File: config.mk
export PLATFORM = sky130hd
export DESIGN_NAME = ped_crossing_ctrl
export DESIGN_NICKNAME = d
export VERILOG_FILES = /design/src/rtl/ped_pkg.sv /design/src/rtl/ped_debounce.sv /design/src/rtl/ped_crossing_ctrl.sv
export SDC_FILE = /design/constraint.sdc
export NUM_CORES = 1
export LEC_CHECK = 0
export CAP_MARGIN = 20
export CORE_MARGIN = 4
export CORE_UTILIZATION = 40
export CTS_BUF_LIST = sky130_fd_sc_hd__clkbuf_8
export DETAILED_ROUTE_END_ITERATION = 6
export PLACE_DENSITY = 0.67
export SYNTH_ARGS = -nofsm -noshare
export SYNTH_HDL_FRONTEND = slang
export SYNTH_SLANG_ARGS = --single-unit
export TNS_END_PERCENT = 100
File: constraint.sdc
create_clock -name clk -period 1.6 [get_ports clk]
set_clock_uncertainty 0.2 [all_clocks]
set_input_delay 0.24 -clock clk [delete_from_list [all_inputs] [get_ports clk]]
set_output_delay 0.24 -clock clk [all_outputs]
set_load 0.005 [all_outputs]
File: src/rtl/ped_pkg.sv
// Shared types and default timing for the pedestrian crossing controller.
// The state encoding is fixed so that the debug state output reads the same everywhere.
package ped_pkg;

  typedef enum logic [1:0] {
    ST_IDLE  = 2'd0,
    ST_WALK  = 2'd1,
    ST_CLEAR = 2'd2,
    ST_FAULT = 2'd3
  } ped_state_e;

  localparam int DEF_DEBOUNCE_CYCLES = 4;
  localparam int DEF_WALK_CYCLES     = 5;
  localparam int DEF_CLEAR_CYCLES    = 4;
  localparam int DEF_FLASH_HALF      = 1;
  localparam int COUNT_W             = 4;

  function automatic logic one_hot3(input logic a, input logic b, input logic c);
    return (a & ~b & ~c) | (~a & b & ~c) | (~a & ~b & c);
  endfunction

endpackage

File: src/rtl/ped_debounce.sv
// Two-flop synchronizer and stability counter for the raw push-button.
// press pulses for one cycle, aligned with the edge on which the debounced level rises.
module ped_debounce
  import ped_pkg::*;
#(
  parameter int DEBOUNCE_CYCLES = DEF_DEBOUNCE_CYCLES
) (
  input  logic clk,
  input  logic reset,
  input  logic ped_button,
  output logic press
);

  localparam int CNT_W = (DEBOUNCE_CYCLES > 1) ? $clog2(DEBOUNCE_CYCLES) : 1;
  localparam logic [CNT_W-1:0] CNT_LAST = CNT_W'(DEBOUNCE_CYCLES - 1);

  logic             sync1;
  logic             sync2;
  logic             level;
  logic [CNT_W-1:0] cnt;
  logic             accept;

  // cnt counts consecutive samples that disagree with the accepted level
  assign accept = (sync2 != level) && (cnt == CNT_LAST);
  assign press  = accept && sync2;

  always_ff @(posedge clk or posedge reset) begin
    if (reset) begin
      sync1 <= 1'b0;
      sync2 <= 1'b0;
      level <= 1'b0;
      cnt   <= '0;
    end else begin
      sync1 <= ped_button;
      sync2 <= sync1;
      if (sync2 == level) begin
        cnt <= '0;
      end else if (accept) begin
        level <= sync2;
        cnt   <= '0;
      end else begin
        cnt <= cnt + 1'b1;
      end
    end
  end

endmodule

File: src/rtl/ped_crossing_ctrl.sv
// Pedestrian crossing stage: grants WALK at the start of a red phase when a request is
// pending, then a flashing clearance with countdown; drops to FAULT on non one-hot lamps.
module ped_crossing_ctrl
  import ped_pkg::*;
#(
  parameter int DEBOUNCE_CYCLES = DEF_DEBOUNCE_CYCLES,
  parameter int WALK_CYCLES     = DEF_WALK_CYCLES,
  parameter int CLEAR_CYCLES    = DEF_CLEAR_CYCLES,
  parameter int FLASH_HALF      = DEF_FLASH_HALF
) (
  input  logic               clk,
  input  logic               reset,
  input  logic               red,
  input  logic               yellow,
  input  logic               green,
  input  logic               ped_button,
  output logic               walk,
  output logic               dont_walk,
  output logic               req_pending,
  output logic [COUNT_W-1:0] countdown,
  output logic               fault,
  output logic [1:0]         state
);

  localparam int T_MAX   = (WALK_CYCLES > CLEAR_CYCLES) ? WALK_CYCLES : CLEAR_CYCLES;
  localparam int TIMER_W = (T_MAX > 1) ? $clog2(T_MAX) : 1;
  localparam int FL_W    = (FLASH_HALF > 1) ? $clog2(FLASH_HALF) : 1;
  localparam logic [TIMER_W-1:0] WALK_LAST  = TIMER_W'(WALK_CYCLES - 1);
  localparam logic [TIMER_W-1:0] CLEAR_LAST = TIMER_W'(CLEAR_CYCLES - 1);
  localparam logic [FL_W-1:0]    FLASH_LAST = FL_W'(FLASH_HALF - 1);

  ped_state_e         state_q, state_d;
  logic [TIMER_W-1:0] timer_q, timer_d;
  logic [FL_W-1:0]    flash_cnt_q, flash_cnt_d;
  logic               flash_on_q, flash_on_d;
  logic               req_q, req_d;
  logic               red_q;
  logic               red_rise;
  logic               lamps_ok;
  logic               press;

  ped_debounce #(.DEBOUNCE_CYCLES(DEBOUNCE_CYCLES)) u_debounce (
    .clk        (clk),
    .reset      (reset),
    .ped_button (ped_button),
    .press      (press)
  );

  assign red_rise = red & ~red_q;
  assign lamps_ok = one_hot3(red, yellow, green);

  always_ff @(posedge clk or posedge reset) begin
    if (reset) begin
      state_q     <= ST_IDLE;
      timer_q     <= '0;
      flash_cnt_q <= '0;
      flash_on_q  <= 1'b0;
      req_q       <= 1'b0;
      red_q       <= 1'b0;
    end else begin
      state_q     <= state_d;
      timer_q     <= timer_d;
      flash_cnt_q <= flash_cnt_d;
      flash_on_q  <= flash_on_d;
      req_q       <= req_d;
      red_q       <= red;
    end
  end

  always_comb begin
    state_d     = state_q;
    timer_d     = timer_q;
    flash_cnt_d = flash_cnt_q;
    flash_on_d  = flash_on_q;
    req_d       = req_q;
    if (!lamps_ok) begin
      state_d     = ST_FAULT;
      timer_d     = '0;
      flash_cnt_d = '0;
      req_d       = 1'b0;
    end else begin
      case (state_q)
        ST_IDLE: begin
          // a press on the WALK-entry edge is absorbed by that WALK
          if (req_q && red_rise) begin
            state_d = ST_WALK;
            timer_d = WALK_LAST;
            req_d   = 1'b0;
          end else if (press) begin
            req_d = 1'b1;
          end
        end
        ST_WALK: begin
          if (press) req_d = 1'b1;
          if (!red) begin
            state_d = ST_IDLE;
            timer_d = '0;
          end else if (timer_q == '0) begin
            state_d     = ST_CLEAR;
            timer_d     = CLEAR_LAST;
            flash_cnt_d = '0;
            flash_on_d  = 1'b1;
          end else begin
            timer_d = timer_q - 1'b1;
          end
        end
        ST_CLEAR: begin
          if (press) req_d = 1'b1;
          if (!red || timer_q == '0) begin
            state_d = ST_IDLE;
            timer_d = '0;
          end else begin
            timer_d = timer_q - 1'b1;
            if (flash_cnt_q == FLASH_LAST) begin
              flash_cnt_d = '0;
              flash_on_d  = ~flash_on_q;
            end else begin
              flash_cnt_d = flash_cnt_q + 1'b1;
            end
          end
        end
        ST_FAULT: begin
          state_d = ST_IDLE;
        end
      endcase
    end
  end

  always_comb begin
    walk      = 1'b0;
    dont_walk = 1'b1;
    countdown = '0;
    fault     = 1'b0;
    case (state_q)
      ST_IDLE: ;
      ST_WALK: begin
        walk      = 1'b1;
        dont_walk = 1'b0;
      end
      ST_CLEAR: begin
        dont_walk = flash_on_q;
        countdown = COUNT_W'(timer_q) + COUNT_W'(1);
      end
      ST_FAULT: fault = 1'b1;
    endcase
  end

  assign req_pending = req_q;
  assign state       = state_q;

endmodule

==> summary.md, run 1 <==
| Metric | Value |
|---|---|
| Proportion of layout cells with a drive suffix above 1 | 0.5839 |
| Placeable core region | just under 0.002 mm2 |
| Relative slew slack | 0.6532 |
| Distinct cells, synth | 31 |
| Post-Syn Instances | 85 |
| Result of the run | finished with violations |
| Final Instance Area | 0.001577 mm2 |
| Number of rows created at floorplan | 16 |
| Tcrit/Tclk final | 1.126 |
| Mean post-synth cell area | between 9 and 10 um2 |
| Combined area of the multi-input logic cells | ~670 um2 |
| Pwr per Cell Area | just over 800 mW/mm2 |
| Multiplexer fraction of the synthesized cell area | 0.04827 |
| Max-cap violations | 0 |
| Number of nets in the layout | between 150 and 200 |
| Drt via density | roughly 5 |
| Most common flop cell mapped by yosys | sky130_fd_sc_hd__dfrtp_1 |
| Synth Area in Adders | 0.1207 |
| Total overflow reported by the global router | 0 |
| Maximum clock insertion buffer count | 2 |
| Transition time of the tightest slew-check pin | slightly above 0.5 ns |
| Cell type with the largest total area after synthesis | sky130_fd_sc_hd__dfrtp_1 |
| Peak ir drop on the vdd network | 725.1 uV |
| Area added between synthesis and finish | 90.04% |
| Highest net fanout along the worst path | 5 |
| Part of the Yosys area used for sequential elements | 0.3922 |
| Clock sinks | 13 |
| Violations in the final reports | negative setup slack |
| Post-place instance area | roughly 0.0012 mm2 |
| Ys Warns | 0 |
| Antenna cell count | 0 |
| Routability cong. | between 0.8 and 0.9 |
| Setup repair after global routing missed its margin | yes |
| Synth Net Count | slightly below 100 |
| Number of enable flip-flop cells after synthesis | 0 |
| Starting DRC count in detailed routing | 9 |
| Number of I/O port buffers | 15 |
| Detailed Routing Iterations Pass 1 | 4 |
| CP arrival | about 1.4 ns |
| Top-level I/O count | 16 |
| Initial antenna violation count | 0 |
| Minimum clock period after layout | about 1.8 ns |
| Vias in the first global route | 850 |
| Required time at the worst-slack endpoint | ~1.2 ns |
| Number of placed instances, taps included | ~150 |
| Clock tree root driver cell | sky130_fd_sc_hd__clkbuf_8 |
| Startpoint type of the worst setup path | flip-flop |
| Chip height | ~54 um |
| Maximum clock rate | 555.2 MHz |
| Inserted Clock Buffers | 3 |
| Cell Count, Final, Fillers Out | about 160 |
| DIE WIDTH | about 54 um |
| Fill cell total of the finished layout | between 100 and 150 |
| Endpoints failing setup | 12 |
| DRC violation count after routing | 0 |
| CTS tree | done |
| Combined area of all synthesized cells | about 830 um2 |
| Total global routing track utilization | 0.1895 |
| Hold-fix buffers, CTS | 0 |
| Complex-gate fraction of the synthesized area | 0.1629 |
| Final HPWL DP | between 1.5 and 2 mm |
| Leak | ~0.71 nW |
| Critical path class | reg -> out |
| Top cells by area, synth | sky130_fd_sc_hd__dfrtp_1 (39%), sky130_fd_sc_hd__ha_1 (12%), sky130_fd_sc_hd__mux2i_1 (4.8%) |
| Final hold viol count | 0 |
| Effective utilization at floorplan | 0.4228 |
| Global-route wire length before repair | 3.822 mm |
| Footprint of the flip-flops and latches | 325.3 um2 |
| Worst-case setup margin in the final layout | -0.2012 ns |
| Post-detailed-route wirelength per cell | ~16 um |
| Insertion delay to the later sink of the worst-skew pair | about 0.25 ns |
| Nature of the critical path endpoint | output port |
| Worst hold slack | 0.1170 ns |
| Total via count in the routed design | just over 800 |
| Area enclosed by the die boundary | about 0.0029 mm2 |
| Wire length reported by the detailed router | between 2 and 3 mm |
| Hold Crit Class | in -> async |
| Main combinational cell family by area after synthesis | simple AND/OR/NAND/NOR gates |
| Largest net degree at the start of global routing | 14 |
| Final sum of negative setup slack | -1.642 ns |
| Ranking of synthesized cells by instance count | sky130_fd_sc_hd__dfrtp_1 (13), sky130_fd_sc_hd__inv_1 (9), sky130_fd_sc_hd__ha_1 (8) |
| Most repeated cell in the gate-level netlist after synthesis | sky130_fd_sc_hd__dfrtp_1 |
| Post-synth top area share | 0.3922 |
| Fraction of synthesized cell area in xor and xnor cells | 0.03167 |
| Register clock-pin slew on the reported worst setup and hold paths | approximately 0.06 ns |
| Fraction of registers with async set/reset | 1.000 |
| Antenna violation net count after detailed routing | 0 |
| Post-synthesis register bit count | 13 |
| Synthesized-area fraction occupied by and/or/nand/nor cells | 0.1976 |
| Count of H-tree levels built during CTS | 1 |
| Number of max-slew violations in the final report | 0 |
-- area by class of cell --
cell class / instances / share of cell area
Clock buffer: 3 / 0.02619
Sequential cell: 13 / 0.2063
Clock inverter: 1 / 0.003175
Timing Repair Buffer: 49 / 0.2857
Inverter: 9 / 0.02937
Tap cell: 27 / 0.02143
Multi-Input combinational cell: 62 / 0.4278
-- report_power, final --
group	internal (mW)	total (mW)	leakage, nW	switching (mW)
sequential	0.378	0.423	0.158	0.0449
clock	0.173	0.303	0.0255	0.131
combinational	0.314	0.572	0.524	0.258
total	0.865	1.30	0.708	0.433
-- sequential cells by signal, summed over array words and instances, names as in the netlist --
name,flops
red_q,1
state,2
u_debounce.level,1
timer_q,3
flash_on_q,1
req_pending,1
u_debounce.sync1,1
u_debounce.sync2,1
u_debounce.cnt,2
-- path summary, 6_finish.rpt --
| path | start | endpoint | slack (ns) | cells past startpoint |
|---|---|---|---|---|
| worst max-delay path | state[1] | dont_walk | -0.20 | 6 |
| worst max register to register | state[1] | timer_q[1] | -0.16 | 7 |
| min in group clk | u_debounce.sync1 | u_debounce.sync2 | 0.16 | 0 |
| worst min-delay path | reset | u_debounce.cnt[0] | 0.12 | 2 |
| max in group asynchronous | reset | flash_on_q | 0.73 | 2 |
| worst min register to register | u_debounce.sync1 | u_debounce.sync2 | 0.16 | 0 |
-- per-stage QoR --
stage                     utilization  power [mW]  setup WS [ns]
after floorplan                     -      0.6196       -0.03855
after global placement         0.6129      0.8066        -0.3367
after detailed placement       0.6129      0.8211        -0.4116
after CTS                      0.7366       1.215        -0.1860
after global routing           0.8036       1.366        -0.2617
final                          0.8036       1.298        -0.2012
-- kinds of logic (layout without fill, tap and decap cells) --
| family | after synthesis | in the layout |
|---|---|---|
| AO/OA/AOI/OAI | 19 | 19 |
| AND/OR/NAND/NOR | 28 | 28 |
| buffers and inverters | 10 | 62 |
| flip-flops | 13 | 13 |
| adder cells (fa/ha/maj) | 8 | 8 |
| XOR/XNOR | 3 | 3 |
| multiplexers | 4 | 4 |
-- placed cells by master (no fill, tap or decap), types with 2 or more instances in the layout --
| cell | n |
|---|---|
| sky130_fd_sc_hd__buf_6 | 19 |
| sky130_fd_sc_hd__buf_4 | 18 |
| sky130_fd_sc_hd__dfrtp_1 | 13 |
| sky130_fd_sc_hd__nand2_1 | 7 |
| sky130_fd_sc_hd__ha_4 | 7 |
| sky130_fd_sc_hd__inv_1 | 4 |
| sky130_fd_sc_hd__mux2i_1 | 4 |
| sky130_fd_sc_hd__nor2_4 | 4 |
| sky130_fd_sc_hd__buf_2 | 4 |
| sky130_fd_sc_hd__nor2_1 | 3 |
| sky130_fd_sc_hd__clkbuf_8 | 3 |
| sky130_fd_sc_hd__clkdlybuf4s50_1 | 3 |
| sky130_fd_sc_hd__dlygate4sd2_1 | 3 |
| sky130_fd_sc_hd__xnor2_1 | 2 |
| sky130_fd_sc_hd__nor3b_2 | 2 |
| sky130_fd_sc_hd__o21ai_0 | 2 |
| sky130_fd_sc_hd__o21ai_1 | 2 |
| sky130_fd_sc_hd__nor3b_4 | 2 |
| sky130_fd_sc_hd__inv_6 | 2 |
| sky130_fd_sc_hd__a211o_1 | 2 |
| sky130_fd_sc_hd__inv_2 | 2 |
| sky130_fd_sc_hd__nor3_1 | 2 |
| sky130_fd_sc_hd__o2bb2ai_2 | 2 |
| sky130_fd_sc_hd__dlymetal6s2s_1 | 2 |
-- what timing repair did --
item,CTS,global route
pin swaps,13,15
setup endpoints to repair,17,14
resized for setup,72,25
setup buffers,10,2
-- per-layer routing --
layer | vias to the layer above | GRT usage | routed length (um)
li1 | 395 | - | -
met1 | 412 | 0.2461 | 1095
met2 | 15 | 0.3020 | 1369
met3 | 5 | 0.04432 | 86
met4 | 0 | 0.07660 | 39
met5 | - | 0 | 0
-- critical path: stages, from the launching register on --
cell	delay [ns]
sky130_fd_sc_hd__dfrtp_1	0.41
sky130_fd_sc_hd__buf_6	0.14
sky130_fd_sc_hd__ha_4	0.19
sky130_fd_sc_hd__inv_6	0.09
sky130_fd_sc_hd__nor2_4	0.04
sky130_fd_sc_hd__a21oi_2	0.11
sky130_fd_sc_hd__buf_2	0.12
Note: power is estimated with default switching activity, not from simulation.
==> run 2, diff against run 1 <==
- SKIP_CTS_REPAIR_TIMING: not set -> 1
==> run 2 against run 1 <==
Net effect:
- the run still ends with negative setup slack left
- count of clock-buffer cells in the layout unchanged
- flip-flop and latch count did not move
- via count down 6.2%
- clock power fell by 2%
- worst hold slack worse by 0.010 ns
- critical path type unchanged
==> summary.md, run 2 (same netlist as run 1, synthesis figures left out) <==
| Metric | Value |
|---|---|
| Area enclosed by the die boundary | 0.002867 mm2 (unchanged) |
| Effective utilization at floorplan | 0.4228 (unchanged) |
| Register clock-pin slew on the reported worst setup and hold paths | 0.06 ns (about the same) |
| Setup repair after global routing missed its margin | yes (unchanged) |
| Post-placement worst setup slack | -0.4116 ns (unchanged) |
| Violations in the final reports | negative setup slack (unchanged) |
| Initial antenna violation count | 0 (unchanged) |
| Leak | 0.6859 nW (was 0.7081 nW) |
| Worst r2r dst | timer_q[1] (unchanged) |
| Clock tree root driver cell | sky130_fd_sc_hd__clkbuf_8 (unchanged) |
| Top register by number of flip-flops | timer_q (unchanged) |
| Antenna violation net count after detailed routing | 0 (unchanged) |
| Stage delay of the slowest cell on the critical path | 0.40 ns (was 0.41 ns) |
| Drt via density | 5.006 (was 5.043) |
| Pwr per Cell Area | 848.5 mW/mm2 (was 823.4 mW/mm2) |
| Area added between synthesis and finish | 74.66% (was 90.04%) |
| Cell chain of the critical path | buf_6 > ha_4 > inv_4 > nor2_2 > a21oi_1 > dlymetal6s2s_1 (was buf_6 > ha_4 > inv_6 > nor2_4 > a21oi_2 > buf_2) |
| Placeable core region | 0.001962 mm2 (unchanged) |
| Cell Count, Final, Fillers Out | 155 (was 164) |
| Fill cell total of the finished layout | 150 (was 119) |
| Setup crit start | state[1] (unchanged) |
| Final hold viol count | 0 (unchanged) |
| DIE WIDTH | 53.54 um (unchanged) |
| Final HPWL DP | 1.589 mm (unchanged) |
| Starting DRC count in detailed routing | 14 (was 9) |
| Capturing instance or port of the critical path | dont_walk (unchanged) |
| Tcrit/Tclk final | 1.137 (was 1.126) |
| Depth of the worst register-to-register path | 7 (unchanged) |
| CTS tree | done (unchanged) |
| Insertion delay to the later sink of the worst-skew pair | 0.25 ns (about the same) |
| Inserted Clock Buffers | 3 (unchanged) |
| Critical path class | reg -> out (unchanged) |
| Minimum clock period after layout | 1.819 ns (was 1.801 ns) |
| Transition time of the tightest slew-check pin | 0.5104 ns (was 0.5196 ns) |
| Proportion of layout cells with a drive suffix above 1 | 0.5000 (was 0.5839) |
| Startpoint type of the worst setup path | flip-flop (unchanged) |
| Highest net fanout along the worst path | 5 (unchanged) |
| Required time at the worst-slack endpoint | 1.16 ns (about the same) |
| Maximum clock insertion buffer count | 2 (unchanged) |
| Clock sinks | 13 (unchanged) |
| Global-route wire length before repair | 3.298 mm (was 3.822 mm) |
| Slowest cell on the critical path | sky130_fd_sc_hd__dfrtp_1 (unchanged) |
| R2r startpoint | state[0] (was state[1]) |
| Routability cong. | 0.8008 (unchanged) |
| Nature of the critical path endpoint | output port (unchanged) |
| Largest net degree at the start of global routing | 14 (unchanged) |
| Worst path depth | 6 (unchanged) |
| Total overflow reported by the global router | 0 (unchanged) |
| Endpoints failing setup | 11 (was 12) |
| Total via count in the routed design | 776 (was 827) |
| Chip height | 53.54 um (unchanged) |
| Antenna cell count | 0 (unchanged) |
| Number of I/O port buffers | 15 (unchanged) |
| Post-place instance area | 0.001202 mm2 (unchanged) |
| Max FFs per register | 3 (unchanged) |
| Max-cap violations | 0 (unchanged) |
| Post-detailed-route wirelength per cell | 14.98 um (was 15.79 um) |
| Total global routing track utilization | 0.1608 (was 0.1895) |
| Detailed Routing Iterations Pass 1 | 4 (unchanged) |
| Vias in the first global route | 770 (was 850) |
| Number of placed instances, taps included | 149 (unchanged) |
| Maximum clock rate | 549.7 MHz (was 555.2 MHz) |
| CP arrival | 1.38 ns (was 1.36 ns) |
| Worst-case setup margin in the final layout | -0.2193 ns (was -0.2012 ns) |
| Final Instance Area | 0.001449 mm2 (was 0.001577 mm2) |
| Most frequent cells in the layout | sky130_fd_sc_hd__buf_4 (19), sky130_fd_sc_hd__dfrtp_1 (13), sky130_fd_sc_hd__nand2_1 (7), sky130_fd_sc_hd__dlymetal6s2s_1 (7), sky130_fd_sc_hd__buf_6 (6) (was sky130_fd_sc_hd__buf_6 (19), sky130_fd_sc_hd__buf_4 (18), sky130_fd_sc_hd__dfrtp_1 (13), sky130_fd_sc_hd__nand2_1 (7), sky130_fd_sc_hd__ha_4 (7)) |
| Number of nets in the layout | 143 (was 152) |
| Wire length reported by the detailed router | 2.322 mm (was 2.590 mm) |
| Slack of the worst reg-to-reg path | -0.16 ns (about the same) |
| Peak ir drop on the vdd network | 658.5 uV (was 725.1 uV) |
| Result of the run | finished with violations (unchanged) |
| Number of max-slew violations in the final report | 0 (unchanged) |
| DRC violation count after routing | 0 (unchanged) |
| Count of H-tree levels built during CTS | 1 (unchanged) |
| Final sum of negative setup slack | -1.228 ns (was -1.642 ns) |
| Crit-path leading delay family | flip-flops (unchanged) |
| Most frequent standard cell in the layout excluding fill and tap cells | sky130_fd_sc_hd__buf_4 (was sky130_fd_sc_hd__buf_6) |
| Hold Crit Class | in -> reg (was in -> async) |
| Top-level I/O count | 16 (unchanged) |
| Relative slew slack | 0.6594 (was 0.6532) |
| Buffering stage count on the worst path with inverters included | 3 (unchanged) |
| Number of rows created at floorplan | 16 (unchanged) |
## run 2: cell types whose count changed in the layout (fill, tap and decap cells not counted), moves of 3 or more
| cell | delta |
|---|---|
| sky130_fd_sc_hd__dlymetal6s2s_1 | +5 |
| sky130_fd_sc_hd__nor2_4 | -3 |
| sky130_fd_sc_hd__buf_6 | -13 |
| sky130_fd_sc_hd__dlygate4sd2_1 | -3 |
| sky130_fd_sc_hd__nor2_2 | +3 |
## run 2: where the power goes
group | internal, mW | switching, mW | total, mW
sequential | 0.378 | 0.0408 | 0.419
combinational | 0.274 | 0.238 | 0.512
clock | 0.172 | 0.126 | 0.298
## run 2: cell type report
cell class / instances / area (um2) / share of cell area
inverter: 9 / 41.29 / 0.02850
clock buffer: 3 / 41.29 / 0.02850
clock inverter: 1 / 5.005 / 0.003454
timing repair buffer: 40 / 357.8 / 0.2470
tap: 27 / 33.78 / 0.02332
sequential: 13 / 325.3 / 0.2245
multi-input combinational: 62 / 644.4 / 0.4447
## run 2: stage by stage
stage	hold slack, ns	power [mW]	util
6_report	0.1069	1.229	0.7385
3_3_place_gp	0.1431	0.8066	0.6129
5_1_grt	0.1123	1.306	0.7385
3_5_place_dp	0.1365	0.8211	0.6129
4_1_cts	0.1362	1.125	0.6365
2_1_floorplan	-0.08304	0.6196	-
## run 2: how the worst min path moves through the flow
stage | slack, ns | start | cells past startpoint | to
2_1_floorplan | -0.08 | reset | 1 | flash_on_q
3_3_place_gp | 0.14 | u_debounce.sync1 | 0 | u_debounce.sync2
3_5_place_dp | 0.14 | u_debounce.sync1 | 0 | u_debounce.sync2
4_1_cts | 0.14 | reset | 2 | u_debounce.cnt[0]
5_1_grt | 0.11 | red | 1 | red_q
6_report | 0.11 | red | 1 | red_q
## run 2: layer usage
| metal | wire length (um) | global-route usage |
|---|---|---|
| met5 | 0 | 0 |
| met4 | 46 | 0.07234 |
| met3 | 45 | 0.03601 |
| met2 | 1206 | 0.2612 |
| met1 | 1022 | 0.2027 |
==> run 3, diff against run 2 <==
- CTS_BUF_LIST: sky130_fd_sc_hd__clkbuf_8 -> not set
- PLACE_DENSITY: 0.67 -> not set
- clock period: 1.6 -> 1.78 ns (I/O delays scaled with it)
==> run 3 against run 2 <==
Net effect:
- routed wire length fell by 15%
- worst hold slack got worse by 0.021 ns
- total power fell by 22%
- the run still ends with negative setup slack left
- combinational power fell by 24%
- flip-flop and latch count did not move
- register-to-register slack improved by 0.18 ns
- die area did not move
- sequential power fell by 11%
- utilization fell by 7.3 points
- worst setup slack improved by 0.19 ns
- global-route usage fell by 1.3 points
- largest cell class unchanged
==> summary.md, run 3 (same netlist as run 1, synthesis figures left out) <==
| Metric | Value |
|---|---|
| Result of the run | finished with violations (unchanged) |
| Violations in the final reports | negative setup slack (unchanged) |
| Startpoint type of the worst setup path | flip-flop (unchanged) |
| Detailed Routing Iterations Pass 1 | 4 (unchanged) |
| Proportion of layout cells with a drive suffix above 1 | 0.3984 (was 0.5000) |
| Max FFs per register | 3 (unchanged) |
| Transition time of the tightest slew-check pin | 0.5012 ns (was 0.5104 ns) |
| Setup crit start | state[1] (unchanged) |
| Top-level I/O count | 16 (unchanged) |
| Worst-case setup margin in the final layout | -0.02592 ns (was -0.2193 ns) |
| Nature of the critical path endpoint | output port (unchanged) |
| Area enclosed by the die boundary | 0.002867 mm2 (unchanged) |
| Endpoints failing setup | 3 (was 11) |
| Relative slew slack | 0.6655 (was 0.6594) |
| Maximum clock insertion buffer count | 2 (unchanged) |
| Top register by number of flip-flops | timer_q (unchanged) |
| Register clock-pin slew on the reported worst setup and hold paths | 0.08 ns (was 0.06 ns) |
| Peak ir drop on the vdd network | 631.0 uV (was 658.5 uV) |
| Wire length reported by the detailed router | 1.977 mm (was 2.322 mm) |
| Final Instance Area | 0.001305 mm2 (was 0.001449 mm2) |
| Final HPWL DP | 1.445 mm (was 1.589 mm) |
| Routability cong. | 0.7497 (was 0.8008) |
| Global-route wire length before repair | 3.049 mm (was 3.298 mm) |
| Critical path class | reg -> out (unchanged) |
| Number of I/O port buffers | 15 (unchanged) |
| Count of H-tree levels built during CTS | 1 (unchanged) |
| Antenna cell count | 0 (unchanged) |
| Worst r2r dst | timer_q[1] (unchanged) |
| Initial antenna violation count | 0 (unchanged) |
| Setup repair after global routing missed its margin | yes (unchanged) |
| R2r startpoint | state[1] (was state[0]) |
| Chip height | 53.54 um (unchanged) |
| Clock tree root driver cell | sky130_fd_sc_hd__clkbuf_4 (was sky130_fd_sc_hd__clkbuf_8) |
| Starting DRC count in detailed routing | 10 (was 14) |
| Required time at the worst-slack endpoint | 1.31 ns (was 1.16 ns) |
| Total global routing track utilization | 0.1477 (was 0.1608) |
| Tcrit/Tclk final | 1.015 |
| Maximum clock rate | around 550 MHz |
| Antenna violation net count after detailed routing | 0 (unchanged) |
| Cell Count, Final, Fillers Out | 150 (was 155) |
| Area added between synthesis and finish | 57.31% (was 74.66%) |
| DRC violation count after routing | 0 (unchanged) |
| Final hold viol count | 0 (unchanged) |
| Number of placed instances, taps included | 143 (was 149) |
| Drt via density | 4.793 (was 5.006) |
| CTS tree | done (unchanged) |
| Fill cell total of the finished layout | 171 (was 150) |
| Depth of the worst register-to-register path | 8 (was 7) |
| Number of max-slew violations in the final report | 0 (unchanged) |
| Total via count in the routed design | 719 (was 776) |
| Placeable core region | 0.001962 mm2 (unchanged) |
| Post-detailed-route wirelength per cell | 13.18 um (was 14.98 um) |
| Inserted Clock Buffers | 3 (unchanged) |
| Max-cap violations | 0 (unchanged) |
| Most frequent standard cell in the layout excluding fill and tap cells | sky130_fd_sc_hd__buf_4 (unchanged) |
| Largest net degree at the start of global routing | 14 (unchanged) |
| Most frequent cells in the layout | sky130_fd_sc_hd__buf_4 (14), sky130_fd_sc_hd__dfrtp_1 (12), sky130_fd_sc_hd__nor2_1 (7) (was sky130_fd_sc_hd__buf_4 (19), sky130_fd_sc_hd__dfrtp_1 (13), sky130_fd_sc_hd__nand2_1 (7), sky130_fd_sc_hd__dlymetal6s2s_1 (7), sky130_fd_sc_hd__buf_6 (6)) |
| Pwr per Cell Area | 731.4 mW/mm2 (was 848.5 mW/mm2) |
| Highest net fanout along the worst path | 5 (unchanged) |
| Slack of the worst reg-to-reg path | 0.02 ns (was -0.16 ns) |
| Launch instance of the worst min-delay path | red (unchanged) |
| Clock sinks | 13 (unchanged) |
| Effective utilization at floorplan | 0.4228 (unchanged) |
| Minimum clock period after layout | between 1.5 and 2 ns |
| Number of nets in the layout | 138 (was 143) |
| Hold Crit Class | in -> reg (unchanged) |
| DIE WIDTH | 53.54 um (unchanged) |
| Capturing instance or port of the critical path | dont_walk (unchanged) |
| Post-place instance area | 0.001136 mm2 (was 0.001202 mm2) |
| Number of rows created at floorplan | 16 (unchanged) |
| End-of-flow core utilization | 0.6652 (was 0.7385) |
| Vias in the first global route | 739 (was 770) |
| Insertion delay to the later sink of the worst-skew pair | 0.28 ns (was 0.25 ns) |
| Leak | 0.6359 nW (was 0.6859 nW) |
| Total overflow reported by the global router | 0 (unchanged) |
| CP arrival | 1.34 ns (was 1.38 ns) |
## run 3: cell types whose count changed in the layout (fill, tap and decap cells not counted), sizes merged
cell	change
clkdlybuf4s50	+1
dlymetal6s2s	-1
buf	-5
## run 3: where the power goes
part	total, mW	internal (mW)	switching (mW)
Combinational	0.391	0.214	0.178
Sequential	0.375	0.340	0.0352
Clock	0.188	0.0833	0.105
Total	0.954	0.637	0.318
## run 3: layer usage
layer / part of all wire / up-vias / global-route usage / wire, um
met5: 0 / - / 0 / 0
met4: 0.011 / 0 / 0.05106 / 22
met3: 0.025 / 4 / 0.03324 / 49
met2: 0.51 / 12 / 0.2531 / 1001
met1: 0.46 / 335 / 0.1813 / 903
li1: - / 368 / - / -
## run 3: cell type report
class	count	area [um2]	share of cell area
inverters	9	38.79	0.02972
repair buffers	35	317.8	0.2435
flip-flops and latches	13	326.6	0.2502
well taps	27	33.78	0.02589
clock inverters	1	5.005	0.003835
multi-input cells	62	560.5	0.4295
clock buffers	3	22.52	0.01726
## run 3: worst min path at each step
stage,to,slack [ns],cells past startpoint
finish,red_q,0.09,1
global route,red_q,0.09,1
CTS,u_debounce.sync1,0.12,2
detailed placement,u_debounce.sync2,0.14,0
global placement,u_debounce.sync2,0.14,0
floorplan,flash_on_q,-0.06,1
## run 3: per-stage QoR
| step | setup WS, ns | power, mW | hold WS [ns] | TNS, ns |
|---|---|---|---|---|
| global placement | -0.1826 | 0.6952 | 0.1424 | -1.257 |
| floorplan | 0.09991 | 0.5450 | -0.05604 | 0 |
| finish | -0.02592 | 0.9544 | 0.08586 | -0.06265 |
| CTS | -0.5161 | 0.8956 | 0.1218 | -3.023 |
| global route | -0.1061 | 1.023 | 0.09066 | -0.4135 |
| detailed placement | -0.2131 | 0.7023 | 0.1380 | -1.687 |
## run 3: critical path: stages (launching register included)
cell	delay (ns)
sky130_fd_sc_hd__dfrtp_2	0.42
sky130_fd_sc_hd__buf_6	0.12
sky130_fd_sc_hd__ha_4	0.17
sky130_fd_sc_hd__inv_4	0.07
sky130_fd_sc_hd__nor2_1	0.05
sky130_fd_sc_hd__a21oi_1	0.10
sky130_fd_sc_hd__buf_2	0.12
